`src/rtl/sram_req_if.sv`:
```
// sram_req_if: request/response handshake bundle plus the 1RW SRAM port of the adapter
interface sram_req_if #(
  parameter int DATA_WIDTH = 32,
  parameter int ADDR_WIDTH = 8
);
  logic                  req_valid;
  logic                  req_ready;
  logic                  req_we;
  logic [ADDR_WIDTH-1:0] req_addr;
  logic [DATA_WIDTH-1:0] req_wdata;
  logic                  rsp_valid;
  logic                  rsp_ready;
  logic [DATA_WIDTH-1:0] rsp_rdata;
  logic                  sram_we;
  logic [ADDR_WIDTH-1:0] sram_addr;
  logic [DATA_WIDTH-1:0] sram_wdata;
  logic [DATA_WIDTH-1:0] sram_rdata;
  modport slave (
    input  req_valid, req_we, req_addr, req_wdata, rsp_ready, sram_rdata,
    output req_ready, rsp_valid, rsp_rdata, sram_we, sram_addr, sram_wdata
  );
  modport master (
    output req_valid, req_we, req_addr, req_wdata, rsp_ready, sram_rdata,
    input  req_ready, rsp_valid, rsp_rdata, sram_we, sram_addr, sram_wdata
  );
endinterface

```
`src/rtl/sram_req_adapter.sv`:
```
// sram_req_adapter: valid/ready front-end for a 1RW SRAM with a credit-limited in-order read response FIFO
module sram_req_adapter #(
  parameter int DATA_WIDTH = 32,
  parameter int ADDR_WIDTH = 8,
  parameter int RSP_DEPTH  = 3
) (
  input  logic        clk_i,
  input  logic        rst_ni,
  sram_req_if.slave   bus
);
  localparam int PW = RSP_DEPTH > 1 ? $clog2(RSP_DEPTH) : 1;
  localparam int CW = $clog2(RSP_DEPTH + 1);
  localparam logic [CW:0]   DEPTH_C = (CW + 1)'(RSP_DEPTH);
  localparam logic [PW-1:0] LAST_C  = PW'(RSP_DEPTH - 1);
  logic [DATA_WIDTH-1:0] storage [RSP_DEPTH];
  logic [PW-1:0]         wr_ptr, rd_ptr;
  logic [CW-1:0]         count;
  logic [CW:0]           occ;
  logic                  rd_inflight, acc, push, pop;
  function automatic logic [PW-1:0] nxt(input logic [PW-1:0] p);
    return p == LAST_C ? '0 : p + 1'b1;
  endfunction
  // Credits cover the read still in the SRAM pipeline, so its data always has a slot.
  assign occ            = {1'b0, count} + {{CW{1'b0}}, rd_inflight};
  assign bus.req_ready  = rst_ni && (occ < DEPTH_C);
  assign acc            = bus.req_valid && bus.req_ready;
  assign bus.sram_we    = acc && bus.req_we;
  assign bus.sram_addr  = bus.req_addr;
  assign bus.sram_wdata = bus.req_wdata;
  assign push           = rd_inflight;
  assign bus.rsp_valid  = count != '0;
  assign bus.rsp_rdata  = storage[rd_ptr];
  assign pop            = bus.rsp_valid && bus.rsp_ready;
  always_ff @(posedge clk_i or negedge rst_ni) begin
    if (!rst_ni) begin
      count       <= '0;
      wr_ptr      <= '0;
      rd_ptr      <= '0;
      rd_inflight <= 1'b0;
      for (int i = 0; i < RSP_DEPTH; i++) storage[i] <= '0;
    end else begin
      rd_inflight <= acc && !bus.req_we;
      if (push) begin
        storage[wr_ptr] <= bus.sram_rdata;
        wr_ptr          <= nxt(wr_ptr);
      end
      if (pop) rd_ptr <= nxt(rd_ptr);
      count <= (push && !pop) ? count + 1'b1 : (!push && pop) ? count - 1'b1 : count;
    end
  end
  count_bound_a: assert property (@(posedge clk_i) disable iff (!rst_ni) count <= CW'(RSP_DEPTH));
endmodule

```
`src/flat_wrapper.sv`:
```
// flat-port wrapper written by rule: the top's interface ports become plain ports
module sram_req_adapter_flat 
#(
  parameter int DATA_WIDTH = 32,
  parameter int ADDR_WIDTH = 8,
  parameter int RSP_DEPTH  = 3
)
  (clk_i, rst_ni, bus_req_valid, bus_req_we, bus_req_addr, bus_req_wdata, bus_rsp_ready, bus_sram_rdata, bus_req_ready, bus_rsp_valid, bus_rsp_rdata, bus_sram_we, bus_sram_addr, bus_sram_wdata);
  sram_req_if #(.DATA_WIDTH(DATA_WIDTH), .ADDR_WIDTH(ADDR_WIDTH)) bus_i ();
  input  logic clk_i;
  input  logic rst_ni;
  input wire logic [$bits(bus_i.req_valid)-1:0] bus_req_valid;
  input wire logic [$bits(bus_i.req_we)-1:0] bus_req_we;
  input wire logic [$bits(bus_i.req_addr)-1:0] bus_req_addr;
  input wire logic [$bits(bus_i.req_wdata)-1:0] bus_req_wdata;
  input wire logic [$bits(bus_i.rsp_ready)-1:0] bus_rsp_ready;
  input wire logic [$bits(bus_i.sram_rdata)-1:0] bus_sram_rdata;
  output wire logic [$bits(bus_i.req_ready)-1:0] bus_req_ready;
  output wire logic [$bits(bus_i.rsp_valid)-1:0] bus_rsp_valid;
  output wire logic [$bits(bus_i.rsp_rdata)-1:0] bus_rsp_rdata;
  output wire logic [$bits(bus_i.sram_we)-1:0] bus_sram_we;
  output wire logic [$bits(bus_i.sram_addr)-1:0] bus_sram_addr;
  output wire logic [$bits(bus_i.sram_wdata)-1:0] bus_sram_wdata;
  assign bus_i.req_valid = bus_req_valid;
  assign bus_i.req_we = bus_req_we;
  assign bus_i.req_addr = bus_req_addr;
  assign bus_i.req_wdata = bus_req_wdata;
  assign bus_i.rsp_ready = bus_rsp_ready;
  assign bus_i.sram_rdata = bus_sram_rdata;
  assign bus_req_ready = bus_i.req_ready;
  assign bus_rsp_valid = bus_i.rsp_valid;
  assign bus_rsp_rdata = bus_i.rsp_rdata;
  assign bus_sram_we = bus_i.sram_we;
  assign bus_sram_addr = bus_i.sram_addr;
  assign bus_sram_wdata = bus_i.sram_wdata;
  sram_req_adapter #(.DATA_WIDTH(DATA_WIDTH), .ADDR_WIDTH(ADDR_WIDTH), .RSP_DEPTH(RSP_DEPTH)) u_core (.clk_i(clk_i), .rst_ni(rst_ni), .bus(bus_i));
endmodule
```
`config.mk`:
```
export PLATFORM = sky130hd
export DESIGN_NAME = sram_req_adapter_flat
export DESIGN_NICKNAME = d
export VERILOG_FILES = /design/src/rtl/sram_req_if.sv /design/src/rtl/sram_req_adapter.sv /design/src/flat_wrapper.sv
export SDC_FILE = /design/constraint.sdc
export NUM_CORES = 1
export LEC_CHECK = 0
export ABC_AREA = 1
export CORE_MARGIN = 2
export CORE_UTILIZATION = 47
export CTS_BUF_LIST = sky130_fd_sc_hd__clkbuf_8 sky130_fd_sc_hd__clkbuf_16
export CTS_CLUSTER_DIAMETER = 80
export CTS_CLUSTER_SIZE = 16
export DETAILED_ROUTE_END_ITERATION = 12
export PLACE_DENSITY_LB_ADDON = 0.3
export SLEW_MARGIN = 10
export SYNTH_ARGS = -nofsm -noshare
export SYNTH_HDL_FRONTEND = slang
export SYNTH_SLANG_ARGS = --single-unit
```
`constraint.sdc`:
```
create_clock -name clk_i -period 1.8 [get_ports clk_i]
set_clock_uncertainty 0.15 [all_clocks]
set_input_delay 0.18 -clock clk_i [delete_from_list [all_inputs] [get_ports clk_i]]
set_output_delay 0.18 -clock clk_i [all_outputs]
set_load 0.02 [all_outputs]
```
==> results.sh, run 1 <==
export IMPL_synth_nets=646
export IMPL_worstSkewPairLatency_ns=0.36
export IMPL_tightest_slew_ns=0.528
export IMPL_clk_pin_slew_ns=0.10
export IMPL_num_vias=3831
export IMPL_synth_top_flop_cell="dfrtp_1"
export IMPL_power_share_switching=0.409
export IMPL_p_per_area_nw_per_um2=1940
export IMPL_rsz0062_at_grt="yes"
export IMPL_seq_area_frac_synth=0.515
export IMPL_max_stage_delay_ns=0.45
export IMPL_grt_pass1_wl_um=17900
export IMPL_synth_edff_count=0
export IMPL_initialDrtViolationCount=266
export IMPL_regArea_um2=2580
export IMPL_syn_inst=566
export IMPL_num_antenna_cells=0
export IMPL_cts_made_buffers=9
export IMPL_synth_warnings=0
export IMPL_min_path_type="in -> async"
export IMPL_synthesis_area_um2=5010
export IMPL_instances_no_fill=751
export IMPL_synth_top_area_share=0.515
export IMPL_die_w_um=107
export IMPL_synth_area_per_cell_um2=8.84
export IMPL_cp_arrival_ns=1.61
export IMPL_first_pass_iters=5
export IMPL_startpoint_type="flop"
export IMPL_ys_types=21
export IMPL_maxCapViolCount=0
export IMPL_pre_cts_ws_ns=-0.239
export IMPL_coreArea_um2=10300
export IMPL_comb_power_share=0.537
export IMPL_synthTopCellsByCount="nand2_1, dfrtp_1, o21ai_2"
export IMPL_wl_per_cell_um=15.2
export IMPL_use_met2=0.330
export IMPL_rows=37
export IMPL_synth_top_area_cell="dfrtp_1"
export IMPL_synthArstFlopShare=1.00
export IMPL_start_util=0.485
export IMPL_remaining_drc_errors=0
export IMPL_cts_tree="yes"
export IMPL_leakagePower_nw=3.23
export IMPL_cts_root_buf="clkbuf_8"
export IMPL_rr_worst_depth=9
export IMPL_synth_seq_cells=103
export IMPL_pwr_share_clk=0.122
export IMPL_place_area_um2=5600
export IMPL_cts_sinks=103
export IMPL_relSlewSlack=0.648
export IMPL_track_usage=0.197
export IMPL_grt_pass1_vias=3703
export IMPL_crit_top_cell="buf_6"
export IMPL_crit_chain="buf_6, nor2_4, clkbuf_16, nand2_2, nand3_2, buf_6"
export IMPL_peakVddDrop_mv=1.02
export IMPL_syn2layout_area_growth_pct=26.6
export IMPL_finalHoldViolations=0
export IMPL_use_met1=0.255
export IMPL_port_buffers=71
export IMPL_failed_checks="setup timing"
export IMPL_dp_cells=721
export IMPL_grt_busiest_layer="met2"
export IMPL_pin_count=152
export IMPL_critPathSlowestCell="dfrtp_2"
export IMPL_switchingPower_mw=5.03
export IMPL_cts_buffer_depth=2
export IMPL_critical_path_depth=6
export IMPL_period_share=1.08
export IMPL_outcome="finished, violations left"
export IMPL_setup_viol=34
export IMPL_worstSetupPathType="reg -> out"
export IMPL_setup_slack_ns=-0.136
export IMPL_gp_congestion=0.729
export IMPL_end_kind="output pin"
export IMPL_dieArea_um2=11500
export IMPL_worstPathMaxFanout=8
export IMPL_grt_use_met3=0.0316
export IMPL_holdWs_ns=0.0357
export IMPL_crit_family="buffers and inverters"
export IMPL_drt_wl_total_um=11400
export IMPL_die_y_um=107
export IMPL_grt_ovfl_total=0
export IMPL_yosysMostFrequentCell="nand2_1"
export IMPL_final_max_slew_viol_count=0
export IMPL_antenna_found_initial=0
export IMPL_design_area_um2=6340
export IMPL_drt_vias_per_instance=5.10
export IMPL_dpl_hpwl_um=7030
export IMPL_nNetsFinal=690
export IMPL_grt_max_degree=101
export IMPL_p_int_mw=7.27
export IMPL_crit_buf_inv=3
export IMPL_multi_input_area_um2=2050
export IMPL_fillers=889
export IMPL_postRouteAntennaNets=0
export IMPL_min_period_ns=1.94
export IMPL_ys_top_cells_by_area="dfrtp_1, nand2_1, o21ai_2"
export IMPL_htree_num_levels=3
export IMPL_fmax_mhz=517
export IMPL_worstPathRequired_ns=1.47
export IMPL_pwr_share_seq=0.341
export IMPL_layout_drive_gt1_share=0.306
==> cell usage in the layout (no fill, tap or decap) <==
master	count
dfrtp_2	2
clkbuf_8	9
nand2_1	185
inv_2	2
ha_2	1
nor2_1	2
nand2_4	16
nor2_4	3
bufinv_16	1
nand2_2	3
nand4_1	2
o21ai_1	35
ha_4	1
o21ai_0	19
nand3_2	31
clkbuf_16	3
nor2_2	1
dlygate4sd3_1	1
ha_1	1
clkdlybuf4s50_1	35
buf_12	11
buf_6	35
o21ai_2	44
inv_8	1
nand3_4	3
nand3_1	4
inv_1	41
inv_6	2
xnor2_1	1
clkbuf_2	1
clkinv_4	2
dfrtp_1	101
buf_4	16
==> final cells by class <==
| type | instances | area share |
|---|---|---|
| clock buffer | 9 | 0.0195 |
| clock inverter | 7 | 0.0126 |
| inverter | 42 | 0.0249 |
| multi-input combinational | 352 | 0.324 |
| sequential | 103 | 0.407 |
| tap | 136 | 0.0268 |
| timing repair buffer | 102 | 0.185 |
==> metal layers <==
layer | vias up | share of wire | wire (um)
li1 | 1843 | - | -
met1 | 1838 | 0.42 | 4830
met2 | 113 | 0.51 | 5770
met3 | 37 | 0.052 | 588
met4 | 0 | 0.020 | 223
met5 | - | 0 | 0
==> cell families after synthesis <==
| family | count (synthesis) | share of synthesized area |
|---|---|---|
| compound gates | 98 | 0.131 |
| xor+xnor | 1 | 0.00175 |
| fa+ha+maj | 3 | 0.00750 |
| buf+inv | 111 | 0.139 |
| flops | 103 | 0.515 |
| simple gates | 250 | 0.206 |
==> through the flow <==
step / utilization / total power, mW / setup TNS, ns
3_3_place_gp: 0.542 / 9.43 / -4.11
2_1_floorplan: - / 7.43 / 0
4_1_cts: 0.578 / 11.5 / -1.14
6_report: 0.614 / 12.3 / -3.86
3_5_place_dp: 0.542 / 9.61 / -5.02
5_1_grt: 0.614 / 13.1 / -6.20
==> final timing paths <==
check,startpoint,end,slack (ns)
min in group clk_i,bus_req_wdata[0],bus_sram_wdata[0],0.21
worst max register to register,u_core.count[0],u_core.count[1],0.15
worst max-delay path,u_core.rd_ptr[0],bus_rsp_rdata[15],-0.14
worst min register to register,u_core.storage[36],u_core.storage[36],0.34
worst min-delay path,rst_ni,u_core.count[0],0.04
max in group asynchronous,rst_ni,u_core.rd_ptr[0],0.75
==> registers in the layout, indices dropped and copies added (netlist names) <==
register,cells
u_core.wr_ptr,2
u_core.storage,96
u_core.push,1
u_core.rd_ptr,2
u_core.count,2
==> power by group through the flow <==
| stage | Clock, mW | Combinational, mW | Sequential [mW] |
|---|---|---|---|
| 4_1_cts | 1.53 | 5.89 | 4.09 |
| 6_report | 1.50 | 6.61 | 4.19 |
| 3_3_place_gp | 0 | 5.38 | 4.05 |
| 5_1_grt | 1.63 | 7.18 | 4.32 |
| 2_1_floorplan | 0 | 3.45 | 3.97 |
| 3_5_place_dp | 0 | 5.49 | 4.12 |
==> timing repair <==
item / in CTS / in global routing
setup endpoints to repair: 35 / 35
gates resized for setup: 222 / 63
setup buffers: 1 / 9
pin swaps: 3 / 4
gates cloned: 0 / 3
hold buffers: 1 / 0
hold endpoints to repair: 104 / 0
Note: power is estimated with default switching activity, not from simulation.
==> run 2: changes to the inputs <==
--- a/config.mk
+++ b/config.mk
@@ -9,7 +9,7 @@
 export CORE_MARGIN = 2
 export CORE_UTILIZATION = 47
 export CTS_BUF_LIST = sky130_fd_sc_hd__clkbuf_8 sky130_fd_sc_hd__clkbuf_16
-export CTS_CLUSTER_DIAMETER = 80
+export CTS_CLUSTER_DIAMETER = 30
 export CTS_CLUSTER_SIZE = 16
 export DETAILED_ROUTE_END_ITERATION = 12
 export PLACE_DENSITY_LB_ADDON = 0.3
==> results of run 2 <==
No change in the layout: final DEF, timing and power equal those of run 1.
